**config.mk**
```make
export PLATFORM = sky130hd
export DESIGN_NAME = stream_mac
export DESIGN_NICKNAME = d
export VERILOG_FILES = /design/src/rtl/stream_mac.sv
export SDC_FILE = /design/constraint.sdc
export NUM_CORES = 1
export LEC_CHECK = 0
export BUFFER_PORTS_ARGS = -buffer_cell sky130_fd_sc_hd__buf_4
export CAP_MARGIN = 30
export CORE_AREA = 2 2 107 109
export CTS_CLUSTER_SIZE = 24
export DETAILED_ROUTE_END_ITERATION = 10
export DIE_AREA = 0 0 109 111
export PLACE_DENSITY_LB_ADDON = 0.1
export SKIP_CTS_REPAIR_TIMING = 1
export SLEW_MARGIN = 10
export SYNTH_ARGS = -nofsm -noshare
export SYNTH_HDL_FRONTEND = slang
export SYNTH_SLANG_ARGS = --single-unit
```
**constraint.sdc**
```tcl
create_clock -name clk -period 8.6 [get_ports clk]
set_input_delay 1.72 -clock clk [delete_from_list [all_inputs] [get_ports clk]]
set_output_delay 1.72 -clock clk [all_outputs]
set_load 0.1 [all_outputs]
```
**src/rtl/stream_mac.sv**
```systemverilog
// Signed multiply-accumulate over K_LEN operand beats, one dot-product result per output beat.
// Optional: define STREAM_MAC_SATURATE_EN to clamp each accumulation step to the signed range.
module stream_mac #(
   parameter int A_WIDTH   = 8,
   parameter int B_WIDTH   = 8,
   parameter int ACC_WIDTH = 32,
   parameter int K_LEN     = 4,
   parameter int IN_WIDTH  = A_WIDTH + B_WIDTH
) (
   input  logic                 clk,
   input  logic                 reset,
   input  logic                 i_valid,
   output logic                 i_ready,
   input  logic [IN_WIDTH-1:0]  i_data,
   output logic                 o_valid,
   input  logic                 o_ready,
   output logic [ACC_WIDTH-1:0] o_data
);
   localparam int CNT_W   = (K_LEN > 1) ? $clog2(K_LEN) : 1;
   localparam int P_WIDTH = A_WIDTH + B_WIDTH;
   localparam logic [CNT_W-1:0] LAST_CNT = CNT_W'(K_LEN - 1);

   logic [CNT_W-1:0]            cnt_reg;
   logic [ACC_WIDTH-1:0]        acc_reg;
   logic                        o_valid_reg;
   logic [ACC_WIDTH-1:0]        o_data_reg;

   logic signed [A_WIDTH-1:0]   a_val;
   logic signed [B_WIDTH-1:0]   b_val;
   logic signed [P_WIDTH-1:0]   prod;
   logic signed [ACC_WIDTH-1:0] prod_ext;
   logic [ACC_WIDTH-1:0]        sum_wrap;
   logic [ACC_WIDTH-1:0]        sum_next;
   logic                        last_beat;
   logic                        accept;

   assign a_val    = i_data[P_WIDTH-1:B_WIDTH];
   assign b_val    = i_data[B_WIDTH-1:0];
   assign prod     = a_val * b_val;
   assign prod_ext = ACC_WIDTH'(prod);
   assign sum_wrap = acc_reg + prod_ext;

`ifdef STREAM_MAC_SATURATE_EN
   localparam logic [ACC_WIDTH-1:0] SAT_MAX = {1'b0, {(ACC_WIDTH-1){1'b1}}};
   localparam logic [ACC_WIDTH-1:0] SAT_MIN = {1'b1, {(ACC_WIDTH-1){1'b0}}};
   logic overflow;

   // Overflow only when both addends share a sign and the result flips it.
   assign overflow = (acc_reg[ACC_WIDTH-1] == prod_ext[ACC_WIDTH-1]) &&
                     (sum_wrap[ACC_WIDTH-1] != acc_reg[ACC_WIDTH-1]);
   assign sum_next = overflow ? (acc_reg[ACC_WIDTH-1] ? SAT_MIN : SAT_MAX) : sum_wrap;
`else
   assign sum_next = sum_wrap;
`endif

   assign last_beat = (cnt_reg == LAST_CNT);
   // Only the final beat waits for the output slot; o_ready enters only via that term.
   assign i_ready   = !last_beat || !o_valid_reg || o_ready;
   assign accept    = i_valid && i_ready;

   always_ff @(posedge clk) begin
      if (reset) begin
         cnt_reg     <= '0;
         acc_reg     <= '0;
         o_valid_reg <= 1'b0;
         o_data_reg  <= '0;
      end else begin
         if (o_valid_reg && o_ready) begin
            o_valid_reg <= 1'b0;
            o_data_reg  <= '0;
         end
         if (accept) begin
            if (last_beat) begin
               o_valid_reg <= 1'b1;
               o_data_reg  <= sum_next;
               acc_reg     <= '0;
               cnt_reg     <= '0;
            end else begin
               acc_reg <= sum_next;
               cnt_reg <= cnt_reg + 1'b1;
            end
         end
      end
   end

   assign o_valid = o_valid_reg;
   assign o_data  = o_data_reg;
endmodule
```
* Word level (Yosys, flattened, before mapping)
Index checks and enable logic that the tools add are counted.
** Operators by class
- Order comparisons :: 0
- Reduce and logical (&&, ||, !) cells :: 6
- Eq/ne operators :: 1
- Div/mod/pow operators :: 0
- Shifts and indexed selects :: 0
- Multiply operators :: 1
- Muxes and demuxes :: 8
- Add/sub/neg operators :: 2
- Bitwise gates (word level) :: 0
** Operator list (count)
- $mux 32 :: 4
- $add 32x32->32 :: 1
- $mul 8x8->16 :: 1
- $mux 1 :: 3
- $add 2x1->2 const B :: 1
- $eq 2x2->1 const B :: 1
- $logic_and 1x1->1 :: 2
- $logic_not 1->1 :: 2
- $logic_or 1x1->1 :: 2
- $mux 2 :: 1
** Storage, ports and cells
- Register bits :: 67
- Bits in latches :: 0
- Memories :: 0
- RAM bits :: 0
- Bits of input ports :: 20
- Memory bits (read-only) :: 0
- Logic and storage cells :: 22
- Output and inout bits :: 34

* Depth between registers and ports, before layout
Gate-level depths: netlist of the first run.
- Depth in word-level cells :: 6
- Gate-level depth with buffers :: 29
- Gate-level depth less buffers :: 29

* Worst setup path before layout of the first run
OpenSTA, ideal clock, no wires.
- Path type :: input -> register
- Start :: in i_data[15]
- End :: reg o_data_reg[28], in the netlist o_data[28]
- Cell stages on the path :: 24
- Library setup time :: 122 ps
- Buffers on the path :: 0
- Data arrival time :: 7703 ps
- Setup slack :: 775 ps
- Data required time :: 8478 ps
- Cells stage by stage :: and2_1 -> ha_1 -> inv_1 -> fa_1 -> inv_1 -> fa_1 -> inv_1 -> fa_1 -> inv_1 -> ha_1 -> o21a_1 -> nor2_1 -> a211o_1 -> a31o_2 -> xnor2_1 -> ha_1 -> a21oi_1 -> o21ai_0 -> a21o_1 -> a2111oi_4 -> o31ai_2 -> a311oi_4 -> xor2_1 -> o21ai_1
** On the way
- Longest elaborated chain between the ends :: 4
** Ends and longest elaborated chain
- from (decl) :: RTL line 14 : input logic [IN_WIDTH-1:0] i_data,
- $mul 8x8->16 :: RTL line 39 : assign prod = a_val * b_val;
- $add 32x32->32 :: RTL line 41 : assign sum_wrap = acc_reg + prod_ext;
- $mux 32 :: RTL line 73 : if (last_beat) begin
- $mux 32 :: RTL line 72 : if (accept) begin
- to (signal assigned) :: RTL line 75 : o_data_reg <= sum_next;
- to (decl) :: RTL line 26 : logic [ACC_WIDTH-1:0] o_data_reg;
Every way passes these cells.
A chain may end at the register's enable or synchronous reset.

* Worst setup path after layout of the first run
- Start :: in i_data[11]
- End :: reg o_data_reg[31], in the netlist o_data[31]
Same word-level chain as after synthesis.

==> results of run 1 <==
-- worst register-to-register path, delay by kind of cell, from the launching register on --
kind	cells	cell delay [ns]
and+or+nand+nor	1	0.19
adders and majority gates	2	0.60
DFF	1	0.35
AOI/OAI and AO/OA	8	1.97
buffers and inverters	1	0.07
-- Yosys cell counts, drive strengths merged (7+ instances only) --
master	number	area, um^2
inv	103	386.6
dfxtp	67	1341
nor2	67	251.5
a21oi	61	305.3
ha	61	763.2
nand2	58	217.7
fa	56	1121
and2	44	275.3
nand3	27	135.1
xnor2	27	236.5
xor2	17	148.9
o21ai	16	80.08
a21o	15	112.6
a22oi	15	112.6
clkbuf	14	52.55
a31oi	12	75.07
nor3	8	40.04
nand4b	7	61.31
nor2b	7	43.79
o21bai	7	52.55
-- final cells by class --
| type | instances | area, um^2 | area share (%) |
|---|---|---|---|
| Sequential cell | 67 | 1341 | 18.42 |
| Tap cell | 143 | 178.9 | 2.457 |
| Multi-Input combinational cell | 569 | 4581 | 62.91 |
| Clock buffer | 11 | 232.7 | 3.196 |
| Inverter | 103 | 386.6 | 5.310 |
| Clock inverter | 5 | 77.57 | 1.065 |
| Timing Repair Buffer | 59 | 483.0 | 6.633 |
-- layer usage --
metal	vias up	routed length [um]	track usage, %	share of wire (%)
li1	2662	-	-	-
met1	2558	6222	30.94	42
met2	141	7415	42.73	50
met3	30	739	3.351	5.0
met4	0	363	9.658	2.5
met5	-	0	0	0
-- path summary, 6_finish.rpt --
| path | startpoint | end | slack [ns] | cells after the start |
|---|---|---|---|---|
| min reg2reg | acc_reg[26] | acc_reg[26] | 0.46 | 2 |
| max reg2reg | acc_reg[0] | acc_reg[30] | 5.35 | 12 |
| max | i_data[11] | o_data[31] | 0.59 | 29 |
| min | acc_reg[26] | acc_reg[26] | 0.46 | 2 |
-- per-stage QoR --
step	util, %	instances	area [um^2]	hold WS [ns]	setup WS, ns
after floorplan	-	759	6384	0.4315	0.7753
after global placement	62.43	939	6915	0.4443	0.4345
after detailed placement	62.93	941	6970	0.4549	0.2808
after CTS	65.73	957	7281	0.4622	0.6021
after global routing	65.73	957	7281	0.4883	0.08433
final	65.73	957	7281	0.4637	0.5936
-- cell families (layout without fill, tap and decap cells) --
family | count (synthesis) | count (layout)
buffers and inverters | 123 | 178
and+or+nand+nor | 239 | 239
muxes | 1 | 1
xor gates and xnor gates | 44 | 44
DFF | 67 | 67
AOI/OAI and AO/OA | 168 | 168
adders and majority gates | 117 | 117
==> impl_metrics.env, run 1 <==
export IMPL_netlist_area_um2=6384
export IMPL_max_stage_delay_ns=0.54
export IMPL_clock_root_buffer="clkbuf_16"
export IMPL_endpoint_kind="flop"
export IMPL_cp_arrival_ns=8.26
export IMPL_gp_congestion=0.9123
export IMPL_antenna_found_initial=0
export IMPL_die_w_um=109
export IMPL_final_common_cell="inv_1"
export IMPL_status="finished clean"
export IMPL_post_drt_wl_per_cell_um=15.40
export IMPL_synth_xor_area_share_pct=6.037
export IMPL_synth_edf_count=0
export IMPL_synthFlopType="dfxtp_1"
export IMPL_numCtsBuffers=9
export IMPL_crit_top_cell="a21oi_1"
export IMPL_drive_gt1_share_pct=10.07
export IMPL_grt_usage_pct=24.79
export IMPL_synthAdderAreaFrac_pct=29.52
export IMPL_startpoint_type="input pin"
export IMPL_yosys_warnings=0
export IMPL_grt_max_degree=66
export IMPL_cpMaxStageDelayCell="fa_1"
export IMPL_setup_tns_ns=0
export IMPL_vias=5391
export IMPL_finalSetupViolations=0
export IMPL_cp_num_buf_inv=5
export IMPL_drc=0
export IMPL_dieArea_um2=12100
export IMPL_critical_path_class="input pin to flop"
export IMPL_synthArstFlopShare_pct=0
export IMPL_synth_simple_gate_area_share_pct=18.29
export IMPL_cts_tree="done"
export IMPL_synth_top_family_by_area="adder cells"
export IMPL_die_h_um=111
export IMPL_crit_path_max_fanout=8
export IMPL_synthMuxAreaShare_pct=0.1764
export IMPL_ios=54
export IMPL_start_util_pct=57.63
export IMPL_nets=946
export IMPL_grt_pass1_wl_um=24060
export IMPL_ys_seq_area_share_pct=21.01
export IMPL_htreeDepth=3
export IMPL_min_period_ns=8.006
export IMPL_hold_path_class="flop to flop"
export IMPL_drtAntennaViolNets=0
export IMPL_io_buffers=53
export IMPL_area_delta_synth_final_pct=14.05
export IMPL_layout_common_cells="103 x inv_1, 67 x nor2_1, 67 x dfxtp_1"
export IMPL_cts_sinks=67
export IMPL_critPathTopFamily="compound AO/OA/AOI/OAI gates"
export IMPL_hold_viol=0
export IMPL_min_period_over_period_pct=93.10
export IMPL_syn_nets=896
export IMPL_dp_hpwl_um=11780
export IMPL_cap_violations=0
export IMPL_synth_distinct_cells=53
export IMPL_dr_first_iter_drc_count=290
export IMPL_drt_total_wl_um=14740
export IMPL_routed_via_density=5.633
export IMPL_worst_slew_pin_slew_ns=1.043
export IMPL_core_area_um2=11080
export IMPL_fill_cells=946
export IMPL_synth_compound_area_share_pct=17.74
export IMPL_skew_ns=0.003825
export IMPL_grt_pass1_vias=5223
export IMPL_worstPathRequired_ns=8.86
export IMPL_antenna_cells=0
export IMPL_clkTransAtPathRegs_ns=0.05
export IMPL_rsz0062_at_grt="no"
export IMPL_drv_slew=0
export IMPL_syn_avg_cell_area_um2=8.411
export IMPL_insertion_delay_ns=0.33
export IMPL_slew_limit_headroom_pct=29.55
export IMPL_fp_row_count=39
export IMPL_synth_seq_cells=67
export IMPL_synthCells=759
export IMPL_clock_fmax_ghz=0.1249
export IMPL_overflow=0
export IMPL_drt_pass1_iter_count=4
export IMPL_clockBufferDepth=2
Power of run 1 is left out: the tool's default activity adds up to more than one toggle a clock period on the data nets, which glitch-free logic cannot reach.
==> inputs of run 2 (changes only) <==
--- a/config.mk
+++ b/config.mk
@@ -8,10 +8,12 @@
 export BUFFER_PORTS_ARGS = -buffer_cell sky130_fd_sc_hd__buf_4
 export CAP_MARGIN = 30
 export CORE_AREA = 2 2 107 109
+export CTS_BUF_LIST = sky130_fd_sc_hd__clkbuf_8 sky130_fd_sc_hd__clkbuf_16
 export CTS_CLUSTER_SIZE = 24
 export DETAILED_ROUTE_END_ITERATION = 10
 export DIE_AREA = 0 0 109 111
 export PLACE_DENSITY_LB_ADDON = 0.1
+export RECOVER_POWER = 100
 export SKIP_CTS_REPAIR_TIMING = 1
 export SLEW_MARGIN = 10
 export SYNTH_ARGS = -nofsm -noshare
==> run 2 against run 1 <==
Maximum frequency decreased by 1.6%; worst hold slack got worse by 0.0019 ns; setup slack worse by 0.13 ns; count of clock-buffer cells in the layout down 2; sequential share of layout area is 0.50 points higher; non-clock buffer count unchanged; die area is the same; global-route usage is the same; utilization shrank 1.7 points; clock skew is essentially flat.
==> impl_metrics.env, run 2 (synthesis results as in run 1) <==
export IMPL_drc=0
export IMPL_hold_path_class="flop to flop"
export IMPL_dp_hpwl_um=11780
export IMPL_cts_sinks=67
export IMPL_antenna_found_initial=0
export IMPL_drt_total_wl_um=14800
export IMPL_overflow=0
export IMPL_drtAntennaViolNets=0
export IMPL_start_util_pct=57.63
export IMPL_clock_root_buffer="clkbuf_16"
export IMPL_fill_cells=1001
export IMPL_dieArea_um2=12100
export IMPL_status="finished clean"
export IMPL_grt_pass1_vias=5223
export IMPL_worstPathRequired_ns=8.81
export IMPL_min_period_over_period_pct=94.63
export IMPL_whs_ns=0.4618
export IMPL_critical_path_class="input pin to flop"
export IMPL_post_drt_wl_per_cell_um=15.46
export IMPL_die_w_um=109
export IMPL_area_delta_synth_final_pct=11.05
export IMPL_met3_length_um=813
export IMPL_drv_slew=0
export IMPL_fp_row_count=39
export IMPL_crit_path_max_fanout=8
export IMPL_clkTransAtPathRegs_ns=0.05
export IMPL_insertion_delay_ns=0.33
export IMPL_cp_arrival_ns=8.35
export IMPL_drt_met1_wl_um=6248
export IMPL_core_area_um2=11080
export IMPL_met2_length_um=7368
export IMPL_io_buffers=53
export IMPL_skew_ns=0.004050
export IMPL_die_h_um=111
export IMPL_min_period_ns=8.138
export IMPL_routed_via_density=5.643
export IMPL_place_inst=941
export IMPL_final_common_cell="inv_1"
export IMPL_grt_max_degree=66
export IMPL_clockBufferDepth=2
export IMPL_htreeDepth=3
export IMPL_cap_violations=0
export IMPL_vias=5400
export IMPL_final_instance_count_excl_fill=957
export IMPL_nets=946
export IMPL_endpoint_kind="flop"
export IMPL_holdPathStages=2
export IMPL_grt_pass1_wl_um=24060
export IMPL_finalSetupViolations=0
export IMPL_gp_congestion=0.9123
export IMPL_clock_fmax_ghz=0.1229
export IMPL_setup_tns_ns=0
export IMPL_post_place_ws_ns=0.2808
export IMPL_worst_slack_ns=0.4616
export IMPL_antenna_cells=0
export IMPL_layout_common_cells="105 x inv_1, 67 x nor2_1, 67 x dfxtp_1"
export IMPL_numCtsBuffers=9
export IMPL_rsz0062_at_grt="no"
export IMPL_dr_first_iter_drc_count=289
export IMPL_startpoint_type="input pin"
export IMPL_ios=54
export IMPL_drt_pass1_iter_count=5
export IMPL_hold_viol=0
export IMPL_grt_usage_pct=24.79
export IMPL_worst_slew_pin_slew_ns=1.238
export IMPL_drive_gt1_share_pct=5.160
export IMPL_slew_limit_headroom_pct=17.47
export IMPL_topRoutingLayerUsed="met4"
export IMPL_cts_tree="done"
export IMPL_reg2regPathDepth=12
## run 2: per-layer routing
layer | vias up | track usage [%]
met4 | 0 | 9.658
met2 | 139 | 42.73
met3 | 29 | 3.351
li1 | 2655 | -
met1 | 2577 | 30.94
met5 | - | 0
## run 2: critical path, cell delays in order
cell and delay (ns):
buf_4 0.14, and2_0 0.18, fa_1 0.54, inv_1 0.05
fa_1 0.48, inv_1 0.05, fa_1 0.53, inv_1 0.05
fa_1 0.52, inv_1 0.04, ha_1 0.32, o211ai_1 0.16
nand2b_1 0.10, a21oi_1 0.18, xnor2_1 0.14, ha_1 0.28
and3_1 0.27, a22o_1 0.25, a311o_1 0.34, o21a_1 0.25
a2111oi_0 0.62, o31ai_1 0.36, a311oi_1 0.38, xor2_1 0.25
o21ai_0 0.13
## run 2: stage by stage
step	util [%]	cell area (um^2)
after floorplan	-	6384
after detailed placement	62.93	6970
after global routing	64.00	7089
after CTS	65.73	7281
after global placement	62.43	6915
final	64.00	7089
## run 2: path summary, 6_finish.rpt
path,startpoint,to,slack (ns)
setup / recovery,i_data[11],o_data[26],0.46
setup reg to reg,acc_reg[0],o_data[24],4.91
hold / removal,acc_reg[28],acc_reg[28],0.46
hold reg to reg,acc_reg[28],acc_reg[28],0.46
## run 2: cell type report
class | instances | area [um^2] | area share (%)
Multi-Input combinational cell | 569 | 4544 | 64.10
Sequential cell | 67 | 1341 | 18.92
Inverter | 103 | 386.6 | 5.454
Timing Repair Buffer | 59 | 327.8 | 4.624
Clock buffer | 9 | 225.2 | 3.177
Tap cell | 143 | 178.9 | 2.524
Clock inverter | 7 | 85.08 | 1.200
Power of run 2 is left out for the same reason.
